==> src/rtl/dadd_accum_pkg.sv <==
// dadd_accum_pkg: constants shared by the blitter data-path accumulator stage.
//   - lane packing (LANES lanes of LW bits in one PW-bit phrase)
//   - sequencer state encodings
//   - daddmode encodings driven to the saturating adder array
package dadd_accum_pkg;

  localparam int LANES = 4;            // fixed to match the adder array
  localparam int LW    = 16;           // lane width
  localparam int PW    = LANES * LW;   // phrase width
  localparam int CNTW  = 16;           // step counter width

  // Sequencer states (legacy two-bit encoding)
  localparam logic [1:0] ST_IDLE = 2'd0;
  localparam logic [1:0] ST_RUN  = 2'd1;
  localparam logic [1:0] ST_DONE = 2'd2;

  // Adder modes used by the blitter control
  localparam logic [2:0] DMODE_ADD_WRAP  = 3'b000;  // plain modulo add
  localparam logic [2:0] DMODE_INT_SAT   = 3'b001;  // 8-bit intensity saturate
  localparam logic [2:0] DMODE_Z_SAT     = 3'b010;  // 16-bit Z saturate
  localparam logic [2:0] DMODE_ADD_CARRY = 3'b100;  // add with latched carry

  // Bit offset of lane n inside a phrase
  function automatic int lane_ofs(input int n);
    return n * LW;
  endfunction

endpackage

==> src/rtl/dadd_accum_if.sv <==
// dadd_accum_if: downstream phrase stream.
//   out_valid : producer has a phrase on out_data
//   out_ready : consumer accepts the phrase
//   out_data  : current phrase (LANES x LW bits)
// Handshake: a phrase is transferred on a rising clock edge where
// out_valid and out_ready are both high (the producer may additionally
// qualify the transfer with its own enable). While out_valid is high and
// no transfer occurs, out_data is held stable; out_valid never drops
// without a transfer except on reset.
interface dadd_accum_if;
  logic                         out_valid;
  logic                         out_ready;
  logic [dadd_accum_pkg::PW-1:0] out_data;

  modport master (output out_valid, output out_data, input  out_ready);
  modport slave  (input  out_valid, input  out_data, output out_ready);
endinterface

==> src/rtl/dadd_accum.sv <==
// dadd_accum: accumulator/sequencer around the four-lane saturating adder.
// Holds the current phrase (value) and per-lane increments, feeds them to
// the adder as A/B operands, and captures the adder result as the next
// phrase on every accepted step. Emits step_cnt phrases, then pulses done.
//
// Ports:
//   sys_clk, reset_n : clock, synchronous active-low reset
//   tick             : clk_0 rising-edge strobe; steps only happen with it
//   start            : begin a run (sampled in IDLE only)
//   mode             : adder mode, latched at start
//   init_val/init_inc: initial phrase and per-lane increments
//   step_cnt         : number of phrases to emit
//   out_if           : phrase stream (master)
//   busy, done       : run in progress / one-cycle completion pulse
//   adda, addb       : adder A/B operands (value / increment registers)
//   daddmode         : adder mode (latched)
//   addq             : adder result, combinational from adda/addb
//   dbg_state        : current sequencer state
module dadd_accum
  import dadd_accum_pkg::*;
(
  input  logic            sys_clk,
  input  logic            reset_n,
  input  logic            tick,
  input  logic            start,
  input  logic [2:0]      mode,
  input  logic [PW-1:0]   init_val,
  input  logic [PW-1:0]   init_inc,
  input  logic [CNTW-1:0] step_cnt,
  dadd_accum_if.master    out_if,
  output logic            busy,
  output logic            done,
  output logic [PW-1:0]   adda,
  output logic [PW-1:0]   addb,
  output logic [2:0]      daddmode,
  input  logic [PW-1:0]   addq,
  output logic [1:0]      dbg_state
);

  logic [1:0]      r_state;
  logic [PW-1:0]   r_value;
  logic [PW-1:0]   r_inc;
  logic [2:0]      r_mode;
  logic [CNTW-1:0] r_cnt;
  logic            w_step;

  // A step is a downstream transfer on a clk_0 edge. Advancing only on tick
  // keeps value in lock-step with the adder's carry latch, which also
  // updates on clk_0.
  assign w_step = (r_state == ST_RUN) && out_if.out_ready && tick;

  always_ff @(posedge sys_clk) begin
    if (!reset_n) begin
      r_state <= ST_IDLE;
      r_value <= '0;
      r_inc   <= '0;
      r_mode  <= '0;
      r_cnt   <= '0;
    end else begin
      case (r_state)
        ST_IDLE: begin
          if (start) begin
            r_value <= init_val;
            r_inc   <= init_inc;
            r_mode  <= mode;
            r_cnt   <= step_cnt;
            r_state <= (step_cnt == '0) ? ST_DONE : ST_RUN;
          end
        end
        ST_RUN: begin
          // r_cnt is at least 1 in RUN, so the decrement cannot underflow
          if (w_step) begin
            r_value <= addq;
            r_cnt   <= r_cnt - 1'b1;
            if (r_cnt == CNTW'(1)) r_state <= ST_DONE;
          end
        end
        ST_DONE: r_state <= ST_IDLE;
        default: r_state <= ST_IDLE;
      endcase
    end
  end

  assign out_if.out_valid = (r_state == ST_RUN);
  assign out_if.out_data  = r_value;
  assign busy             = (r_state == ST_RUN);
  assign done             = (r_state == ST_DONE);
  // Operands stay driven after the run so the adder inputs are unchanged
  // until the next start.
  assign adda             = r_value;
  assign addb             = r_inc;
  assign daddmode         = r_mode;
  assign dbg_state        = r_state;

endmodule

==> src/flat_wrapper.sv <==
// flat-port wrapper written by rule: the top's interface ports become plain ports
module dadd_accum_flat import dadd_accum_pkg::*;
  (sys_clk, reset_n, tick, start, mode, init_val, init_inc, step_cnt, busy, done, adda, addb, daddmode, addq, dbg_state, out_if_out_valid, out_if_out_data, out_if_out_ready);
  dadd_accum_if out_if_i ();
  input  logic sys_clk;
  input  logic reset_n;
  input  logic tick;
  input  logic start;
  input  logic [2:0] mode;
  input  logic [PW-1:0] init_val;
  input  logic [PW-1:0] init_inc;
  input  logic [CNTW-1:0] step_cnt;
  output logic busy;
  output logic done;
  output logic [PW-1:0] adda;
  output logic [PW-1:0] addb;
  output logic [2:0] daddmode;
  input  logic [PW-1:0] addq;
  output logic [1:0] dbg_state;
  output wire logic [$bits(out_if_i.out_valid)-1:0] out_if_out_valid;
  output wire logic [$bits(out_if_i.out_data)-1:0] out_if_out_data;
  input wire logic [$bits(out_if_i.out_ready)-1:0] out_if_out_ready;
  assign out_if_out_valid = out_if_i.out_valid;
  assign out_if_out_data = out_if_i.out_data;
  assign out_if_i.out_ready = out_if_out_ready;
  dadd_accum u_core (.sys_clk(sys_clk), .reset_n(reset_n), .tick(tick), .start(start), .mode(mode), .init_val(init_val), .init_inc(init_inc), .step_cnt(step_cnt), .out_if(out_if_i), .busy(busy), .done(done), .adda(adda), .addb(addb), .daddmode(daddmode), .addq(addq), .dbg_state(dbg_state));
endmodule
==> config.mk <==
export PLATFORM = sky130hd
export DESIGN_NAME = dadd_accum_flat
export DESIGN_NICKNAME = d
export VERILOG_FILES = /design/src/rtl/dadd_accum_pkg.sv /design/src/rtl/dadd_accum_if.sv /design/src/rtl/dadd_accum.sv /design/src/flat_wrapper.sv
export SDC_FILE = /design/constraint.sdc
export NUM_CORES = 1
export LEC_CHECK = 0
export BUFFER_PORTS_ARGS = -buffer_cell sky130_fd_sc_hd__buf_2
export CAP_MARGIN = 5
export CORE_AREA = 2 2 163 165
export CTS_BUF_LIST = sky130_fd_sc_hd__clkbuf_2
export DETAILED_ROUTE_END_ITERATION = 12
export DIE_AREA = 0 0 165 167
export HOLD_SLACK_MARGIN = 0.15
export RECOVER_POWER = 25
export SETUP_SLACK_MARGIN = 0.05
export SYNTH_ARGS = -nofsm -noshare
export SYNTH_HDL_FRONTEND = slang
export SYNTH_SLANG_ARGS = --single-unit
==> constraint.sdc <==
create_clock -name sys_clk -period 1.94 [get_ports sys_clk]
set_clock_uncertainty 0.15 [all_clocks]
set_input_delay 0.485 -clock sys_clk [delete_from_list [all_inputs] [get_ports sys_clk]]
set_output_delay 0.485 -clock sys_clk [all_outputs]
set_load 0.005 [all_outputs]
### After elaboration in Yosys (flattened, before gate mapping)

Cells that the tools add are included.

| word-level totals | value |
|---|---|
| output and inout port bits | 200 |
| input port bits | 216 |
| bits in registers | 149 |

| cells by class | value |
|---|---|
| $add $sub $neg | 1 |
| eq/ne operators | 6 |
| mux-type cells | 11 |
| reductions and logical operators | 8 |

Operators with widths:

| cell | count |
|---|---|
| 64-bit two-way mux | 2 |
| 64-bit one-hot mux with 2 select lines | 1 |
| 16-bit two-way mux | 2 |
| 16-bit one-hot mux with 2 select lines | 1 |
| 16-bit by 1-bit equality test with 1-bit output (second input constant) | 1 |
| 16-bit zero test | 1 |
| 16-bit by 1-bit subtractor with 16-bit output (second input constant) | 1 |
| 2-bit two-way mux | 4 |
| 3-bit AND reduction | 2 |
| 2-bit by 1-bit inequality test with 1-bit output (second input constant) | 2 |
| 2-bit one-hot mux with 2 select lines | 1 |
| 2-bit by 1-bit equality test with 1-bit output (second input constant) | 1 |
| 2-bit equality test (second input constant) | 1 |
| 1-bit logical AND | 2 |
| 2-bit zero test | 1 |
| 2-bit inequality test (second input constant) | 1 |
| 2-bit AND reduction | 1 |
| 2-bit nonzero test | 1 |

### Depth between registers and ports, before layout

Gate-level depths: netlist of run 1.

| depth | value |
|---|---|
| word-level depth | 5 |
| depth in mapped cells | 8 |
| depth with buffers taken out | 6 |

### Worst setup path after synthesis of run 1

OpenSTA, ideal clock, no wires.

| timing path | value |
|---|---|
| path kind | input port to flip-flop |
| from | input tick |
| to | register u_core.r_state[1] (netlist: u_core.dbg_state[1]) |
| data arrival time | 1.622 ns |
| buffers on the path | 0 |
| stages | 4 |
| setup slack | 0.090 ns |
| path through | nand2_1 > or4b_2 > o32a_1 > nor3_1 |

| between the ends | value |
|---|---|
| longest elaborated chain between the ends | 3 |

RTL lines:

| what | RTL line | source |
|---|---|---|
| from (decl) | flat_wrapper.sv:7 | `input logic tick;` |
| 1-bit logical AND | dadd_accum.sv:50 | `assign w_step = (r_state == ST_RUN) && out_if.out_ready && tick;` |
| 2-bit by 1-bit inequality test with 1-bit output (no line) | - |  |
| 3-bit AND reduction (no line) | - |  |
| to (signal assigned) | dadd_accum.sv:67 | `r_state <= (step_cnt == '0) ? ST_DONE : ST_RUN;` |
| to (decl) | dadd_accum.sv:40 | `logic [1:0] r_state;` |

Every way passes these cells.
A chain may end at the register's enable or synchronous reset.

### Final worst setup path of run 1

| timing path | value |
|---|---|
| from | register u_core.r_state[1] (netlist: u_core.dbg_state[1]) |
| to | output out_if_out_valid |

| between the ends | value |
|---|---|
| longest elaborated chain between the ends | 1 |

RTL lines:

| what | RTL line | source |
|---|---|---|
| 2-bit by 1-bit equality test with 1-bit output | dadd_accum.sv:84 | `assign out_if.out_valid = (r_state == ST_RUN);` |
| to (decl) | flat_wrapper.sv:20 | `output wire logic [$bits(out_if_i.out_valid)-1:0] out_if_out_valid;` |

Every way passes these cells.

==> impl_metrics.py, run 1 <==
metrics = {
    "setup_path": {
        "startpoint": "u_core.dbg_state[1]",
        "worstPathMaxFanout": 3,
        "r2r-start": "u_core.dbg_state[0]",
        "reg2reg_depth": 7,
        "crit_end": "out_if_out_valid",
        "arrival_ps": 1580,
        "path_class": "flip-flop to primary output",
        "critPathLaunchType": "flip-flop",
        "r2r_slack_ps": -170,
        "rr_endpoint": "u_core.adda[25]",
        "cp.required_ps": 1300,
        "end_kind": "primary output",
    },
    "synthesis": {
        "avgSynthCellArea_um2": 7.70,
        "synth_edf_count": 0,
        "synthCells": 873,
        "yosysWarnings": 0,
        "syn_nets": 1091,
        "ys.flop_type": "dfxtp_1",
        "ys_seq_area_share_pct": 44.3,
        "ys_ff_latch": 149,
        "synth.cell_area_um2": 6730,
        "ys_async_sr_fraction_pct": 0,
        "ys_types": 51,
    },
    "detailed_routing": {
        "first_pass_iters": 8,
        "vias": 8563,
        "drc_errors": 0,
        "postRouteAntennaNets": 0,
        "avgViaCountPerCell": 4.71,
        "drt_iter0_markers": 400,
        "wl_per_cell_um": 16.0,
        "drt-total-wl_um": 29100,
    },
    "placement": {
        "port_buffers": 415,
        "hpwl_um": 16300,
        "place.gp.congestion": 0.824,
    },
    "sta": {
        "min_period_over_period_pct": 114,
        "setup_viol": 57,
        "hold_violations": 0,
        "hold_slack_ps": 320,
        "fin_ws_ps": -278,
        "worstMarginPinSlew_ps": 654,
        "min_period_ps": 2220,
        "max_clock_freq_ghz": 0.451,
        "slew_violations": 0,
        "rsz0062_at_grt": "yes",
        "tns_ps": -5220,
        "timing.slew.headroom_pct": 56.4,
    },
    "grt": {
        "antenna_found_initial": 3,
        "grt_pass1_wl_um": 43900,
        "track_usage_pct": 20.0,
        "overflow": 0,
        "first_global_vias": 8940,
        "grt_start_max_net_pins": 89,
    },
    "clock_tree": {
        "clock-root-buffer": "clkbuf_2",
        "cts_tree": "yes",
        "clkSinkCount": 149,
        "clockBufferDepth": 2,
        "clk_pin_slew_ps": 300,
        "clock_latency_ps": 710,
        "cts_buffers": 17,
        "htree_levels": 4,
    },
    "die": {
        "die_area_um2": 27600,
        "initial_core_util_pct": 26.1,
        "die_w_um": 165,
        "ios": 416,
        "core_area_um2": 25800,
        "fp.dieH_um": 167,
        "rows": 59,
    },
    "cells_and_area": {
        "final_layout_size_suffix_gt1_share_pct": 45.8,
        "layout_common_cells": "buf_2 (348), nand2_1 (282), dlygate4sd3_1 (215)",
        "syn_to_final_growth_pct": 84.8,
        "nets": 1685,
        "final_util_pct": 48.2,
        "final_common_cell": "buf_2",
    },
    "run_status": {
        "status": "complete, but fails checks",
        "violations": "negative setup slack",
    },
    "power_and_ir_drop": {
        "vdd_drop_max_mv": 0.350,
        "power_density_nw_per_um2": 643,
        "leakagePower_nw": 5.80,
        "power_w": 0.00799,
    },
    "run": {
        "cap_viol_max_count": 0,
    },
    "hold_path": {
        "min_path_type": "input port to flip-flop",
    },
}
==> timing repair <==
item,CTS,global route
pin swaps,5,13
endpoints found under the hold margin,149,0
buffers inserted,23,6
gates cloned,8,1
resized for setup,187,41
setup endpoints to repair,223,316
hold buffers,215,0
==> power breakdown <==
group	switching [W]	internal, W	leakage, nW	total, W
clock	0.00137	0.000527	0.146	0.00190
combinational	0.00110	0.00141	4.37	0.00251
sequential	0.000215	0.00337	1.28	0.00358
==> state kept, by name (all words and copies together) (netlist names) <==
name / cells
u_core.adda: 64
u_core.addb: 64
u_core.dbg_state: 2
u_core.r_cnt: 16
u_core.daddmode: 3
==> how the worst min path moves through the flow <==
stage | end | from | slack [ps] | depth (start not counted)
floorplan | u_core.addb[0] | u_core.addb[0] | 300 | 2
global placement | u_core.addb[16] | u_core.addb[16] | 290 | 2
detailed placement | u_core.addb[33] | u_core.addb[33] | 290 | 2
CTS | u_core.addb[58] | init_inc[58] | 220 | 4
global route | u_core.addb[13] | init_inc[13] | 170 | 4
finish | u_core.addb[28] | init_inc[28] | 320 | 4
==> area by class of cell <==
class	instances	area [um^2]
Antenna cell	4	10.0
Clock buffer	17	85.1
Clock inverter	15	156
Fill cell	2310	13300
Inverter	6	30.0
Multi-Input combinational cell	584	2970
Sequential cell	149	3170
Tap cell	335	419
Timing Repair Buffer	709	5580
==> per-layer routing <==
layer  up-vias  GRT usage, %  wire length, um
met1      3938          21.4            11100
met2       437          36.0            14900
met3        80          5.53             2240
met5         -             0                0
met4         0          9.11              920
li1       4108             -                -
==> cells by family after synthesis <==
group / Yosys count / share of synthesized area [%]
fa+ha+maj: 2 / 0.372
compound gates: 182 / 18.5
mux: 3 / 0.465
flops: 149 / 44.3
buf+inv: 140 / 12.2
simple gates: 397 / 24.1
==> stage by stage <==
step / instances / worst slack, ps / area [um^2]
after floorplan: 873 / 90.2 / 6730
after global placement: 1530 / -136 / 8850
after detailed placement: 1530 / -179 / 8850
after CTS: 1808 / -395 / 12100
after global routing: 1818 / -463 / 12400
final: 1819 / -278 / 12400
==> Yosys cell counts, types with 3 or more instances <==
library cell | n | share of area, %
a21oi_1 | 81 | 6.0
a311oi_1 | 65 | 8.5
a31oi_1 | 3 | 0.28
and3_1 | 3 | 0.28
buf_1 | 7 | 0.39
buf_2 | 16 | 1.2
buf_4 | 74 | 8.3
clkbuf_1 | 37 | 2.1
dfxtp_1 | 149 | 44
inv_1 | 5 | 0.28
nand2_1 | 282 | 16
nand3_1 | 5 | 0.37
nand4_1 | 5 | 0.47
nor2_1 | 73 | 4.1
nor3_1 | 5 | 0.37
nor3b_1 | 3 | 0.33
nor4_1 | 8 | 0.74
o21ai_0 | 8 | 0.60
o31a_1 | 3 | 0.39
or4_1 | 3 | 0.33
==> critical path, cell delays in order, from the launching register on <==
cell and delay [ps]:
dfxtp_2 370, buf_6 110, nand2b_4 150, inv_6 60
buf_12 100, buf_6 90
Power figures use the tool's default switching activity.
==> run 2: changes to the inputs <==
--- a/config.mk
+++ b/config.mk
@@ -12,8 +12,10 @@
 export DETAILED_ROUTE_END_ITERATION = 12
 export DIE_AREA = 0 0 165 167
 export HOLD_SLACK_MARGIN = 0.15
+export MAX_ROUTING_LAYER = met4
 export RECOVER_POWER = 25
 export SETUP_SLACK_MARGIN = 0.05
+export SKIP_LAST_GASP = 1
 export SYNTH_ARGS = -nofsm -noshare
 export SYNTH_HDL_FRONTEND = slang
 export SYNTH_SLANG_ARGS = --single-unit
==> run 2 against run 1 <==
Against the previous run:
- the flow still finishes with violations (negative setup slack)
- clock-buffer cell count stayed put
- register-to-register slack hardly changed
- design area is 0.55% lower
- via count hardly changed
- worst hold slack worse by 6.3 ps
- critical path type unchanged
- largest cell class unchanged
==> impl_metrics.py, run 2 (synthesis results as in run 1) <==
metrics = {
    "run_status": {
        "status": "complete, but fails checks",
        "violations": "negative setup slack",
    },
    "detailed_routing": {
        "drt-total-wl_um": 29100,
        "postRouteAntennaNets": 0,
        "wl_per_cell_um": 16.0,
        "vias": 8557,
        "drt_iter0_markers": 432,
        "drc_errors": 0,
        "avgViaCountPerCell": 4.70,
        "first_pass_iters": 7,
    },
    "clock_tree": {
        "htree_levels": 4,
        "clockBufferDepth": 2,
        "cts_tree": "yes",
        "clock_latency_ps": 710,
        "clk_pin_slew_ps": 300,
        "clkSinkCount": 149,
        "cts_buffers": 17,
        "clock-root-buffer": "clkbuf_2",
    },
    "power_and_ir_drop": {
        "power_density_nw_per_um2": 645,
        "leakagePower_nw": 5.79,
        "switchingPower_w": 0.00269,
        "swShare_pct": 33.7,
        "p_int_w": 0.00529,
        "vdd_drop_max_mv": 0.349,
        "power_frac_clock_pct": 23.9,
        "combPwrFrac_pct": 31.3,
        "seq_power_share_pct": 44.9,
    },
    "hold_path": {
        "min_path_type": "input port to flip-flop",
    },
    "grt": {
        "first_global_vias": 8939,
        "grt_start_max_net_pins": 89,
        "overflow": 0,
        "antenna_found_initial": 3,
        "track_usage_pct": 20.5,
        "grt_pass1_wl_um": 43800,
    },
    "sta": {
        "setup_viol": 80,
        "min_period_ps": 2230,
        "tns_ps": -6160,
        "fin_ws_ps": -291,
        "max_clock_freq_ghz": 0.448,
        "worstMarginPinSlew_ps": 646,
        "slew_violations": 0,
        "hold_violations": 0,
        "min_period_over_period_pct": 115,
        "timing.slew.headroom_pct": 56.9,
        "rsz0062_at_grt": "yes",
    },
    "setup_path": {
        "crit_family": "flip-flops",
        "path_class": "flip-flop to primary output",
        "cp.required_ps": 1300,
        "critPathLaunchType": "flip-flop",
        "crit_path_cell_trace": "buf_6, nand2b_4, inv_6, buf_12, buf_6",
        "worstPathMaxFanout": 3,
        "max_stage_delay_ps": 380,
        "cp_slowest_cell": "dfxtp_2",
        "cp_num_buf_inv": 4,
        "crit_top_cell": "buf_6",
        "end_kind": "primary output",
        "arrival_ps": 1600,
    },
    "cells_and_area": {
        "syn_to_final_growth_pct": 83.7,
        "nets": 1686,
        "nFillCells": 2335,
        "final_common_cell": "buf_2",
        "layout_common_cells": "buf_2 (359), nand2_1 (282), dlygate4sd3_1 (215)",
        "stdcell_count": 1820,
        "final_layout_size_suffix_gt1_share_pct": 45.8,
        "final_util_pct": 48.0,
    },
    "placement": {
        "hpwl_um": 16300,
        "post-place-ws_ps": -179,
        "dp.cells": 1530,
        "place.gp.congestion": 0.839,
        "port_buffers": 415,
    },
    "die": {
        "fp.dieH_um": 167,
        "ios": 416,
        "rows": 59,
        "die_w_um": 165,
        "die_area_um2": 27600,
        "initial_core_util_pct": 26.1,
        "core_area_um2": 25800,
    },
    "run": {
        "cap_viol_max_count": 0,
    },
}
run 2: final cells by class:
class | count | area [um^2] | area share (%)
Timing Repair Buffer | 710 | 5520 | 44.7
Inverter | 6 | 30.0 | 0.243
Clock inverter | 15 | 156 | 1.27
Tap cell | 335 | 419 | 3.39
Sequential cell | 149 | 3170 | 25.7
Multi-Input combinational cell | 584 | 2970 | 24.0
Clock buffer | 17 | 85.1 | 0.688
Antenna cell | 4 | 10.0 | 0.0810
run 2: power groups by stage:
| stage | Clock, W | Sequential (W) | Combinational, W |
|---|---|---|---|
| after floorplan | 0 | 0.00357 | 0.00100 |
| after global placement | 0 | 0.00356 | 0.00173 |
| after detailed placement | 0 | 0.00357 | 0.00173 |
| after CTS | 0.00199 | 0.00356 | 0.00238 |
| after global routing | 0.00214 | 0.00361 | 0.00272 |
| final | 0.00190 | 0.00358 | 0.00249 |
run 2: final timing paths:
path | startpoint | end | cells after the start | slack [ps]
min | init_inc[28] | u_core.addb[28] | 4 | 310
max | u_core.dbg_state[1] | out_if_out_valid | 5 | -290
min reg2reg | u_core.addb[29] | u_core.addb[29] | 2 | 320
max reg2reg | u_core.dbg_state[0] | u_core.adda[25] | 7 | -180
run 2: through the flow:
stage / instance area (um^2) / power, W / hold slack, ps
5_1_grt: 12400 / 0.00847 / 162
3_3_place_gp: 8850 / 0.00528 / 288
6_report: 12400 / 0.00798 / 313
4_1_cts: 12100 / 0.00793 / 216
2_1_floorplan: 6730 / 0.00457 / 303
3_5_place_dp: 8850 / 0.00530 / 293
run 2: layer usage:
layer	vias up	global-route usage (%)	wire length, um
met1	3916	21.8	11300
met2	445	36.0	14600
met4	0	9.15	977
met5	-	-	0
met3	87	4.71	2110
li1	4109	-	-
run 2: worst min-delay path, delay by kind of cell:
kind / cells / cell delay (ps)
buffers and inverters: 2 / 650
AO/OA/AOI/OAI: 1 / 50
AND/OR/NAND/NOR: 1 / 40
run 2: repair_timing:
action / 4_1_cts / 5_1_grt
gates cloned: 8 / 1
hold buffers: 215 / 0
gates resized for setup: 186 / 27
hold endpoints to repair: 149 / 0
pin swaps: 5 / 13
setup buffers: 23 / 7
endpoints found under the setup margin: 223 / 316
==> run 3: changes to the inputs <==
--- a/config.mk
+++ b/config.mk
@@ -7,10 +7,10 @@
 export LEC_CHECK = 0
 export BUFFER_PORTS_ARGS = -buffer_cell sky130_fd_sc_hd__buf_2
 export CAP_MARGIN = 5
-export CORE_AREA = 2 2 163 165
+export CORE_AREA = 2 2 160 162
 export CTS_BUF_LIST = sky130_fd_sc_hd__clkbuf_2
 export DETAILED_ROUTE_END_ITERATION = 12
-export DIE_AREA = 0 0 165 167
+export DIE_AREA = 0 0 162 164
 export HOLD_SLACK_MARGIN = 0.15
 export MAX_ROUTING_LAYER = met4
 export RECOVER_POWER = 25
==> run 3 against run 2 <==
Against the previous run:
- the flow still finishes with violations (negative setup slack)
- routed wire length is 24% higher
- die area is 3.6% lower
- power is 15% higher
- clock power is 7% higher
- worst hold slack better by 13 ps
- clock-buffer cell count stayed put
- critical endpoint is now u_core.adda[54]
==> impl_metrics.py, run 3 (synthesis results as in run 1) <==
metrics = {
    "power_and_ir_drop": {
        "vdd_drop_max_mv": 0.422,
        "p_int_w": 0.00609,
        "switchingPower_w": 0.00306,
        "leakagePower_nw": 6.88,
        "combPwrFrac_pct": 38.0,
        "power_frac_clock_pct": 22.2,
        "power_w": 0.00915,
        "swShare_pct": 33.4,
        "power_density_nw_per_um2": 614,
        "seq_power_share_pct": 39.9,
    },
    "grt": {
        "grt_start_max_net_pins": 66,
        "grt_pass1_wl_um": 44000,
        "first_global_vias": 8867,
        "track_usage_pct": 21.4,
        "overflow": 0,
        "antenna_found_initial": 4,
    },
    "clock_tree": {
        "clkSinkCount": 149,
        "htree_levels": 4,
        "clock-root-buffer": "clkbuf_2",
        "clock_latency_ps": 730,
        "clk_pin_slew_ps": 270,
        "cts_buffers": 17,
        "clockBufferDepth": 2,
        "cts_tree": "yes",
    },
    "detailed_routing": {
        "vias": 9580,
        "drt-total-wl_um": 35900,
        "drc_errors": 0,
        "drt_iter0_markers": 863,
        "avgViaCountPerCell": 4.97,
        "postRouteAntennaNets": 0,
        "first_pass_iters": 7,
        "wl_per_cell_um": 18.6,
    },
    "placement": {
        "place_area_um2": 9000,
        "port_buffers": 415,
        "place.gp.congestion": 0.818,
        "dp.cells": 1541,
        "hpwl_um": 17400,
    },
    "sta": {
        "min_period_over_period_pct": 116,
        "min_period_ps": 2250,
        "hold_violations": 0,
        "fin_ws_ps": -306,
        "timing.slew.headroom_pct": 60.8,
        "rsz0062_at_grt": "yes",
        "hold_slack_ps": 326,
        "worstMarginPinSlew_ps": 587,
        "slew_violations": 0,
        "max_clock_freq_ghz": 0.445,
        "setup_viol": 148,
    },
    "cells_and_area": {
        "layout_common_cells": "buf_2 (289), nand2_1 (221), dlygate4sd3_1 (215)",
        "final_layout_size_suffix_gt1_share_pct": 58.8,
        "stdcell_count": 1927,
        "syn_to_final_growth_pct": 121,
        "multi_input_area_um2": 3770,
        "final-seq-area_um2": 3220,
        "final_common_cell": "buf_2",
        "final_area_um2": 14900,
        "nFillCells": 1878,
        "nets": 1799,
    },
    "die": {
        "initial_core_util_pct": 27.1,
        "core_area_um2": 24800,
        "fp.dieH_um": 164,
        "die_w_um": 162,
        "rows": 58,
        "ios": 416,
        "die_area_um2": 26600,
    },
    "setup_path": {
        "worstPathMaxFanout": 8,
        "cp.required_ps": 2400,
        "arrival_ps": 2710,
        "max_stage_delay_ps": 450,
        "critPathLaunchType": "flip-flop",
        "crit_path_cell_trace": "buf_6, buf_4, or3b_4, o21ai_4, buf_6, buf_12, buf_12, nor2_1, a311oi_1",
        "reg2reg_depth": 9,
        "path_class": "flip-flop to flip-flop",
        "cp_slowest_cell": "or3b_4",
        "end_kind": "flip-flop",
    },
    "run_status": {
        "status": "complete, but fails checks",
        "violations": "negative setup slack",
    },
    "run": {
        "cap_viol_max_count": 0,
    },
    "hold_path": {
        "min_path_type": "flip-flop to flip-flop",
        "hold_path_depth": 2,
    },
}
==> run 3: cell types whose count changed in the layout (fill, tap and decap cells not counted), sizes merged <==
cell           before  now
clkinv              3    1
inv                16   11
clkdlybuf4s15       0    1
clkinvlp            1    4
bufbuf              6    1
diode               4    5
clkbuf             20   25
buf               486  598
bufinv              1    3
==> run 3: final cells by class <==
class                   count  share of cell area (%)
repair buffers            823                    48.2
flip-flops and latches    149                    21.6
clock inverters            13                    1.18
inverters                   6                   0.218
diodes                      5                  0.0840
clock buffers              17                   0.571
well taps                 330                    2.77
multi-input cells         584                    25.3
==> run 3: critical path: cells and delay by family (launching register included) <==
family                 cells  cell delay [ps]
AOI/OAI and AO/OA          2              410
and+or+nand+nor            2              500
buffers and inverters      5              660
DFF                        1              390
==> run 3: timing repair <==
item | in CTS | in global routing
resized for setup | 220 | 358
setup endpoints to repair | 261 | 347
buffers inserted | 41 | 81
hold endpoints to repair | 149 | 0
hold buffers | 215 | 0
pin swaps | 54 | 90
cloned | 8 | 12
==> run 3: worst paths after layout <==
check / from / endpoint / slack (ps)
min: u_core.addb[18] / u_core.addb[18] / 330
max: u_core.dbg_state[1] / u_core.adda[54] / -310
max reg2reg: u_core.dbg_state[1] / u_core.adda[54] / -310
min reg2reg: u_core.addb[18] / u_core.addb[18] / 330
==> run 3: metrics by stage <==
stage,util [%],TNS (ps),worst slack [ps]
after floorplan,-,0,90.2
after global placement,36.3,-11320,-147
after detailed placement,36.3,-16490,-227
after CTS,50.6,-11890,-334
after global routing,60.0,-46430,-399
final,60.0,-27520,-306
==> run 3: metal layers <==
metal	wire, um	track usage, %	part of all wire (%)	vias to the layer above
met5	0	-	0	-
met4	1450	8.33	4.0	0
met3	2270	5.03	6.3	135
met2	18700	38.2	52	555
met1	13600	23.0	38	4536
li1	-	-	-	4354
==> run 3: power groups by stage <==
| stage | Clock, W | Sequential (W) | Combinational (W) |
|---|---|---|---|
| floorplan | 0 | 0.00357 | 0.00100 |
| global placement | 0 | 0.00356 | 0.00180 |
| detailed placement | 0 | 0.00357 | 0.00181 |
| CTS | 0.00208 | 0.00356 | 0.00255 |
| global route | 0.00223 | 0.00367 | 0.00367 |
| finish | 0.00203 | 0.00365 | 0.00347 |
